<file path="src/rtl/adc_stream_pkg.sv">
// ============================================================================
// Module      : adc_stream_pkg
// Description : Shared sample type and default sizing for the ADC output stream.
// Revision    : 1.0 - initial release
// ============================================================================
`default_nettype none

package adc_stream_pkg;

    typedef logic signed [31:0] sample_t;

    localparam int DROP_CNT_W_DEFAULT = 16;
    localparam int FIFO_DEPTH_DEFAULT = 16;

endpackage

`default_nettype wire

</file>
<file path="src/rtl/stream_fifo_core.sv">
// ============================================================================
// Module      : stream_fifo_core
// Description : Synchronous FIFO storage, pointers and fill level; full/empty
//               are derived from the level counter only.
// Revision    : 1.0 - initial release
// ============================================================================
`default_nettype none

module stream_fifo_core #(
    parameter  int WIDTH  = 32,
    parameter  int DEPTH  = 16,
    localparam int ADDR_W = $clog2(DEPTH),
    localparam int LVL_W  = ADDR_W + 1
) (
    input  logic              clk,
    input  logic              rst_n,
    input  logic              push_req_i,
    input  logic [WIDTH-1:0]  wr_data_i,
    input  logic              pop_req_i,
    output logic [WIDTH-1:0]  rd_data_o,
    output logic [LVL_W-1:0]  level_o,
    output logic              full_o,
    output logic              empty_o,
    output logic              pop_o
);

    logic [WIDTH-1:0]  mem_q [DEPTH];
    logic [ADDR_W-1:0] wr_ptr_q, wr_ptr_d;
    logic [ADDR_W-1:0] rd_ptr_q, rd_ptr_d;
    logic [LVL_W-1:0]  level_q, level_d;
    logic              push;
    logic              pop;

    assign full_o  = (level_q == LVL_W'(DEPTH));
    assign empty_o = (level_q == '0);

    // A full FIFO still accepts a sample when the head leaves in the same cycle.
    assign pop  = pop_req_i & ~empty_o;
    assign push = push_req_i & (~full_o | pop);

    always_comb begin
        wr_ptr_d = wr_ptr_q;
        rd_ptr_d = rd_ptr_q;
        level_d  = level_q;
        if (push) wr_ptr_d = wr_ptr_q + 1'b1;
        if (pop)  rd_ptr_d = rd_ptr_q + 1'b1;
        if (push && !pop)      level_d = level_q + 1'b1;
        else if (pop && !push) level_d = level_q - 1'b1;
    end

    always_ff @(posedge clk or negedge rst_n) begin
        if (!rst_n) begin
            wr_ptr_q <= '0;
            rd_ptr_q <= '0;
            level_q  <= '0;
        end else begin
            wr_ptr_q <= wr_ptr_d;
            rd_ptr_q <= rd_ptr_d;
            level_q  <= level_d;
        end
    end

    always_ff @(posedge clk) begin
        if (push) mem_q[wr_ptr_q] <= wr_data_i;
    end

    assign rd_data_o = mem_q[rd_ptr_q];
    assign level_o   = level_q;
    assign pop_o     = pop;

endmodule

`default_nettype wire

</file>
<file path="src/rtl/adc_output_fifo.sv">
// ============================================================================
// Module      : adc_output_fifo
// Description : Non-stalling output buffer for the decimator stream with
//               valid/ready egress, sticky overflow and saturating drop count.
// Revision    : 1.0 - initial release
// ============================================================================
`default_nettype none

module adc_output_fifo
    import adc_stream_pkg::*;
#(
    parameter  int DATA_WIDTH = $bits(sample_t),
    parameter  int DEPTH      = FIFO_DEPTH_DEFAULT,
    parameter  int DROP_CNT_W = DROP_CNT_W_DEFAULT,
    localparam int LVL_W      = $clog2(DEPTH) + 1
) (
    input  logic                  clk,
    input  logic                  rst_n,
    input  logic [DATA_WIDTH-1:0] s_data,
    input  logic                  s_valid,
    output logic [DATA_WIDTH-1:0] m_data,
    output logic                  m_valid,
    input  logic                  m_ready,
    output logic [LVL_W-1:0]      level,
    output logic                  overflow,
    output logic [DROP_CNT_W-1:0] drop_count,
    input  logic                  clr_overflow
);

    logic [DATA_WIDTH-1:0] rd_data;
    logic                  full;
    logic                  empty;
    logic                  pop;
    logic                  drop;
    logic                  overflow_q, overflow_d;
    logic [DROP_CNT_W-1:0] drop_count_q, drop_count_d;

    stream_fifo_core #(
        .WIDTH (DATA_WIDTH),
        .DEPTH (DEPTH)
    ) u_core (
        .clk        (clk),
        .rst_n      (rst_n),
        .push_req_i (s_valid),
        .wr_data_i  (s_data),
        .pop_req_i  (m_ready),
        .rd_data_o  (rd_data),
        .level_o    (level),
        .full_o     (full),
        .empty_o    (empty),
        .pop_o      (pop)
    );

    assign drop = s_valid & full & ~pop;

    // A drop coinciding with a clear restarts the count at one rather than zero.
    always_comb begin
        overflow_d   = overflow_q;
        drop_count_d = drop_count_q;
        if (drop) begin
            overflow_d = 1'b1;
            if (clr_overflow)
                drop_count_d = DROP_CNT_W'(1);
            else if (drop_count_q != '1)
                drop_count_d = drop_count_q + 1'b1;
        end else if (clr_overflow) begin
            overflow_d   = 1'b0;
            drop_count_d = '0;
        end
    end

    always_ff @(posedge clk or negedge rst_n) begin
        if (!rst_n) begin
            overflow_q   <= 1'b0;
            drop_count_q <= '0;
        end else begin
            overflow_q   <= overflow_d;
            drop_count_q <= drop_count_d;
        end
    end

    assign m_valid    = ~empty;
    assign m_data     = m_valid ? rd_data : '0;
    assign overflow   = overflow_q;
    assign drop_count = drop_count_q;

endmodule

`default_nettype wire

</file>
<file path="config.mk">
export PLATFORM = sky130hd
export DESIGN_NAME = adc_output_fifo
export DESIGN_NICKNAME = d
export VERILOG_FILES = /design/src/rtl/adc_stream_pkg.sv /design/src/rtl/stream_fifo_core.sv /design/src/rtl/adc_output_fifo.sv
export SDC_FILE = /design/constraint.sdc
export NUM_CORES = 1
export LEC_CHECK = 0
export ABC_CLOCK_PERIOD_IN_PS = 8800
export BUFFER_PORTS_ARGS = -buffer_cell sky130_fd_sc_hd__buf_2
export CAP_MARGIN = 20
export CORE_UTILIZATION = 60
export DETAILED_ROUTE_END_ITERATION = 7
export PLACE_DENSITY = 0.74
export SLEW_MARGIN = 30
export SYNTH_ARGS = -nofsm -noshare
export SYNTH_HDL_FRONTEND = slang
export SYNTH_SLANG_ARGS = --single-unit
</file>
<file path="constraint.sdc">
create_clock -name clk -period 8.8 [get_ports clk]
set_input_delay 1.76 -clock clk [delete_from_list [all_inputs] [get_ports clk]]
set_output_delay 1.76 -clock clk [all_outputs]
set_load 0.005 [all_outputs]
</file>
==> out/qor.csv, run 1 <==
stage,metric,value,unit
status,run_status,"complete, no violations",
clocking,tritoncts,done,
worst_setup_path,setup.worst_path.end_class,output port,
worst_setup_path,critical-path-top-delay-family,flip-flops,
die,placementRows,68,
clocking,cts.sink_count,542,
pwr,power_leakage,7.942,nW
sta,timing.fmax,0.1966,GHz
yosys,synthCells,969,
worst_setup_path,cpMaxStageDelayCell,dfrtp_4,
die,pin_count,92,
final_layout,post_route_cells_drive_above_1_share,0.3019,
sta,layout_min_cycle_time,5.086,ns
min_path,whs_endpoint,overflow,
final_layout,design.final.nets,1142,
final_layout,area_delta_synth_final,13.40,%
worst_setup_path,capture_point_of_the_worst_reg_to_reg_path,u_core.mem_q[7][21],
die,die-height,189.4,um
grt,globalRouteTotalUtil,0.2434,
detailed_routing,routed_via_density,6.264,
grt,grt_pass1_wl,63480,um
min_path,hold_path.startpoint,overflow,
final_layout,post_layout_instance_area,0.02389,mm^2
die,coreArea,0.03454,mm^2
yosys,synth_top_flop_cell,edfxtp_1,
yosys,synth.ff_latch_count,542,
clocking,htree_levels,2,
sta,setup_violating_endpoint_count_in_the_final_report,0,
worst_setup_path,regToRegSetupSlack,5.74,ns
final_layout,antenna-diode-count,0,
clocking,clock_buffers_created_by_tritoncts,53,
worst_setup_path,total_buffers_and_inverters_traversed_by_the_critical_path,2,
place,dpl_cell_area,0.02223,mm^2
clocking,buffer_count_from_post_cts_setup_fixing,0,
worst_setup_path,arrival,3.33,ns
detailed_routing,vias,9947,
yosys,syn_area,0.02107,mm^2
clocking,cts-hold-fix-buffers,0,
sta,worst_pin_slew,0.8659,ns
worst_setup_path,crit-reg2reg-launch,u_core.level_o[0],
clocking,worstSkewPairLatency,0.56,ns
sta,hold_violation_total_from_the_final_report,0,
worst_setup_path,max_stage_delay,0.86,ns
grt,pin_count_of_the_biggest_net_entering_global_routing,101,
yosys,synth-async-reset-ratio,0.05535,
detailed_routing,drtPass1Iterations,5,
pwr,power.total,7.510,mW
clocking,postCtsResizedCells,0,
min_path,timing.hold.worst_path_depth,2,
grt,grt-ovfl-total,0,
clocking,path_clk_slew,0.06,ns
yosys,postSynthNetCount,1018,
sta,rsz0062_at_grt,no,
clocking,buffer_depth_of_the_longest_clock_path,3,
worst_setup_path,worstSetupPathDepth,5,
grt,antenna_found_initial,1,
yosys,yosysSeqAreaShare,0.7654,
place,routabilityCongestion,0.7570,
place,port_buffers,91,
yosys,number_of_flops_mapped_to_enable_cells_by_yosys,512,
detailed_routing,number_of_drc_violations_after_detailed_routing_iteration_0,871,
yosys,post_synth_num_cell_types,37,
min_path,worst_hold_path_type,register to register,
yosys,synth.avg_cell_area,21.74,um^2
clocking,clock-root-buffer,clkbuf_16,
worst_setup_path,cp-start-kind,register,
grt,first_global_vias,10170,
sta,setup_tns_final,0,ns
die,die_x,189.4,um
detailed_routing,detail_route.wirelength,41970,um
worst_setup_path,criticalPathCategory,register to output port,
detailed_routing,antenna_violating_nets_post_route,0,
pwr,worst_ir_drop_vdd,0.2382,mV
final_layout,postLayoutCoreUtil,0.6916,
yosys,synthesis.yosys.warnings,0,
sta,worst_clock_skew,0.01156,ns
sta,relSlewSlack,0.4227,
place,dpl.cell_count,1493,
worst_setup_path,ff2ff_path_depth,5,
worst_setup_path,critical_path_peak_fanout,100,
run,maxCapViolations,0,
die,die_area,0.03587,mm^2
worst_setup_path,timing.critical_path.required,7.04,ns
detailed_routing,wl_per_cell,26.43,um
detailed_routing,drc_errors,0,
worst_setup_path,crit_path_cell_trace,"buf_12, mux4_2, mux2i_1, o22ai_1, buf_2",
final_layout,final.fill_count,2158,
pwr,power_per_cell_area,314.3,mW/mm^2
place,post_dp_hpwl,21800,um
sta,final_min_period_over_clock_period,0.5780,
final_layout,layoutNonFillerInstCount,1588,
die,starting_density_of_the_core,0.6099,
sta,slew_violations,0,
==> worst max-delay path by stage <==
stage | start | end
after floorplan | s_valid | u_core.mem_q[3][0]
after global routing | u_core.rd_ptr_q[0] | m_data[18]
final | u_core.rd_ptr_q[0] | m_data[18]
after CTS | u_core.rd_ptr_q[0] | m_data[26]
after global placement | u_core.rd_ptr_q[0] | m_data[25]
after detailed placement | u_core.rd_ptr_q[0] | m_data[25]
==> flip-flops by register name, summed over array words and instances, names as in the netlist <==
name	flops
u_core.wr_ptr_q	4
u_core.mem_q	512
drop_count	16
u_core.rd_ptr_q	4
u_core.level_o	5
overflow	1
==> per-stage QoR <==
stage	hold WS (ns)	setup slack, ns
finish	0.5382	3.714
global route	0.5849	3.434
CTS	0.5383	3.621
detailed placement	0.5289	4.245
global placement	0.5065	4.228
floorplan	0.4786	3.812
==> synth_stat cells (2+ instances only) <==
library cell	instances	area, um^2
o21ai_0	6	30.03
nand2b_1	4	25.02
xor2_1	2	17.52
buf_1	16	60.06
nand2_1	20	75.07
clkbuf_1	10	37.54
nand3_1	6	30.03
nand4_1	5	31.28
buf_2	22	110.1
nor3_1	13	65.06
a21oi_1	4	20.02
nor2_1	30	112.6
and4_1	2	17.52
edfxtp_1	512	15370
xnor2_1	19	166.4
nor4_4	2	42.54
mux4_2	128	2883
mux2i_1	67	670.6
inv_1	10	37.54
or3_1	2	12.51
ha_1	11	137.6
o22ai_1	33	206.5
dfrtp_1	30	750.7
and3_1	2	12.51
==> metal layers <==
layer | vias up | GRT usage | wire (um) | share of wire
met2 | 364 | 0.3895 | 20780 | 0.49
li1 | 4289 | - | - | -
met1 | 5232 | 0.3570 | 17860 | 0.43
met5 | - | 0 | 11 | 0.00026
met3 | 60 | 0.03763 | 2574 | 0.061
met4 | 2 | 0.06328 | 748 | 0.018
==> layout make-up <==
cell class / instances / area (um^2) / share of cell area
multi-input combinational: 369 / 4826 / 0.2020
tap: 455 / 569.3 / 0.02383
clock buffer: 70 / 1443 / 0.06038
timing repair buffer: 117 / 663.1 / 0.02776
clock inverter: 25 / 216.5 / 0.009060
sequential: 542 / 16140 / 0.6754
inverter: 10 / 37.54 / 0.001571
==> cell families (layout without fill, tap and decap cells) <==
kind of cell	after synthesis	after routing	synth area share
DFF	542	542	0.7654
muxes	196	196	0.1692
and+or+nand+nor	93	93	0.02370
buffers and inverters	58	222	0.01164
AOI/OAI and AO/OA	47	47	0.01390
xor gates and xnor gates	21	21	0.008730
adders and majority gates	12	12	0.007483
==> worst min-delay path, cell delays in order (launching register included) <==
cell and delay [ns]:
dfrtp_1 0.37, inv_1 0.05, o21ai_0 0.07
==> report_power, final <==
group | internal [mW] | switching [mW]
combinational | 0.984 | 1.06
clock | 1.26 | 0.894
sequential | 3.10 | 0.214
==> cell usage in the layout, fill, tap and decap left out, types with 9 or more instances in the layout <==
cell | synthesis | final
inv_1 | 10 | 10
xnor2_1 | 19 | 19
clkinv_1 | 0 | 14
nor2_4 | 0 | 12
mux2i_1 | 67 | 67
edfxtp_1 | 512 | 512
clkbuf_16 | 0 | 55
ha_1 | 11 | 11
nand2_1 | 20 | 19
mux4_2 | 128 | 128
o22ai_1 | 33 | 33
clkbuf_1 | 10 | 14
dfrtp_1 | 30 | 27
nor3_1 | 13 | 9
nor2_1 | 30 | 18
buf_2 | 22 | 91
buf_4 | 0 | 25
Power figures use the tool's default switching activity.
==> run 2: changes to the inputs <==
- ABC_CLOCK_PERIOD_IN_PS: 8800 -> 5200
- clock period: 8.8 -> 5.2 ns (I/O delays scaled with it)
==> run 2 against run 1 <==
Effect of this change:
- flip-flop and latch count did not move
- routed wire length rose by 1.6%
- via count about the same
- clock-buffer cell count did not move
- register-to-register slack lost 3.5 ns
- sequential share of layout area shrank 0.60 points
- die area did not move
- critical path type unchanged
- largest power group unchanged
==> out/qor.csv, run 2 (synthesis gave the netlist of run 1 again) <==
stage,metric,value,unit
detailed_routing,drtPass1Iterations,5,
min_path,worst_hold_path_type,register to register,
worst_setup_path,cpMaxStageDelayCell,nand2_2,
detailed_routing,wl_per_cell,26.69,um
place,routabilityCongestion,0.7453,
detailed_routing,number_of_drc_violations_after_detailed_routing_iteration_0,864,
die,die-height,189.4,um
clocking,cts-hold-fix-buffers,0,
detailed_routing,drc_errors,0,
final_layout,register_with_the_highest_flop_count,u_core.mem_q,
min_path,whs_endpoint,overflow,
clocking,buffer_count_from_post_cts_setup_fixing,0,
place,post_dp_hpwl,23320,um
die,starting_density_of_the_core,0.6099,
sta,layout_min_cycle_time,4.154,ns
final_layout,layoutNonFillerInstCount,1597,
grt,pin_count_of_the_biggest_net_entering_global_routing,57,
worst_setup_path,regToRegSetupSlack,2.27,ns
worst_setup_path,setup.worst_path.end_class,output port,
grt,first_global_vias,10070,
worst_setup_path,cp-start-kind,register,
die,placementRows,68,
grt,grt-ovfl-total,0,
worst_setup_path,ff2ff_path_depth,10,
sta,hold_violation_total_from_the_final_report,0,
sta,worst_pin_slew,0.9221,ns
final_layout,register_area,0.01614,mm^2
sta,final_min_period_over_clock_period,0.7988,
final_layout,antenna-diode-count,0,
clocking,cts.sink_count,542,
sta,setup_violating_endpoint_count_in_the_final_report,0,
clocking,postCtsResizedCells,0,
detailed_routing,detail_route.wirelength,42630,um
final_layout,post_route_cells_drive_above_1_share,0.3100,
worst_setup_path,capture_point_of_the_worst_reg_to_reg_path,u_core.level_o[4],
detailed_routing,vias,9940,
sta,final.hold.worst_slack,0.5309,ns
final_layout,post_layout_instance_area,0.02411,mm^2
grt,globalRouteTotalUtil,0.2466,
clocking,buffer_depth_of_the_longest_clock_path,3,
clocking,clock-root-buffer,clkbuf_16,
worst_setup_path,crit_path_cell_trace,"nor4_4, nand2b_1, nand2_2, buf_4, o22ai_1, buf_2",
die,die_area,0.03587,mm^2
worst_setup_path,criticalPathCategory,register to output port,
detailed_routing,antenna_violating_nets_post_route,0,
clocking,clock_buffers_created_by_tritoncts,53,
worst_setup_path,timing.critical_path.required,4.16,ns
final_layout,largest_reg_flops,512,
sta,timing.fmax,0.2407,GHz
detailed_routing,routed_via_density,6.224,
sta,setup_tns_final,0,ns
final_layout,mostFrequentLayoutCells,"edfxtp_1 (512), mux4_2 (128), buf_2 (91), mux2i_1 (67), clkbuf_16 (54)",
worst_setup_path,arrival,3.11,ns
sta,post_route_worst_setup_slack,1.046,ns
worst_setup_path,crit-reg2reg-launch,u_core.level_o[0],
clocking,path_clk_slew,0.06,ns
pwr,power.total,13.06,mW
min_path,hold_path.startpoint,overflow,
final_layout,final.fill_count,2098,
die,die_x,189.4,um
grt,antenna_found_initial,1,
status,run_status,"complete, no violations",
worst_setup_path,critical_path_peak_fanout,21,
sta,slew_violations,0,
sta,rsz0062_at_grt,no,
grt,grt_pass1_wl,63780,um
die,pin_count,92,
final_layout,postLayoutCoreUtil,0.6978,
final_layout,multi_input_comb_area,0.004820,mm^2
clocking,worstSkewPairLatency,0.58,ns
final_layout,design.final.nets,1149,
min_path,timing.hold.worst_path_depth,2,
pwr,worst_ir_drop_vdd,0.3648,mV
pwr,power_per_cell_area,541.7,mW/mm^2
place,dpl_cell_area,0.02230,mm^2
clocking,tritoncts,done,
sta,worst_clock_skew,0.02247,ns
place,place_worst_setup_slack,1.629,ns
worst_setup_path,max_stage_delay,0.60,ns
place,dpl.cell_count,1500,
final_layout,area_delta_synth_final,14.41,%
place,port_buffers,91,
sta,relSlewSlack,0.3838,
run,maxCapViolations,0,
clocking,htree_levels,2,
final_layout,mostFrequentLayoutCell,edfxtp_1,
die,coreArea,0.03454,mm^2
pwr,power_leakage,8.051,nW
-- run 2: cell types whose count changed in the layout (fill, tap and decap cells not counted), sizes merged --
cell and change:
bufinv +6, buf +7, clkinv -3, inv -1
-- run 2: worst max path at each step --
stage                       start                 end  cells past startpoint
6_report        u_core.level_o[0]          m_data[27]                      6
5_1_grt         u_core.level_o[1]          m_data[27]                      6
4_1_cts         u_core.level_o[0]          m_data[27]                      6
3_5_place_dp    u_core.level_o[0]          m_data[27]                      6
3_3_place_gp   u_core.rd_ptr_q[0]           m_data[8]                      5
2_1_floorplan             s_valid  u_core.mem_q[3][0]                      4
-- run 2: layout make-up --
type | count | share of cell area
Clock inverter | 27 | 0.01619
Clock buffer | 70 | 0.05855
Sequential cell | 542 | 0.6694
Inverter | 10 | 0.001557
Timing Repair Buffer | 124 | 0.03073
Multi-Input combinational cell | 369 | 0.1999
Tap cell | 455 | 0.02362
-- run 2: layer usage --
layer,vias to the layer above,wire length [um],global-route usage
met5,-,8,0
met4,2,573,0.05552
met3,45,2697,0.03670
met2,377,21550,0.4073
met1,5214,17800,0.3547
li1,4302,-,-
-- run 2: worst max-delay path, delay by kind of cell (launching register included) --
family	cells	cell delay, ns
AND/OR/NAND/NOR	3	1.35
buffers and inverters	2	0.56
flip-flops	1	0.45
AO/OA/AOI/OAI	1	0.18
-- run 2: where the power goes --
part | switching [mW] | internal (mW)
Combinational | 1.76 | 1.70
Clock | 1.54 | 2.40
Sequential | 0.403 | 5.25
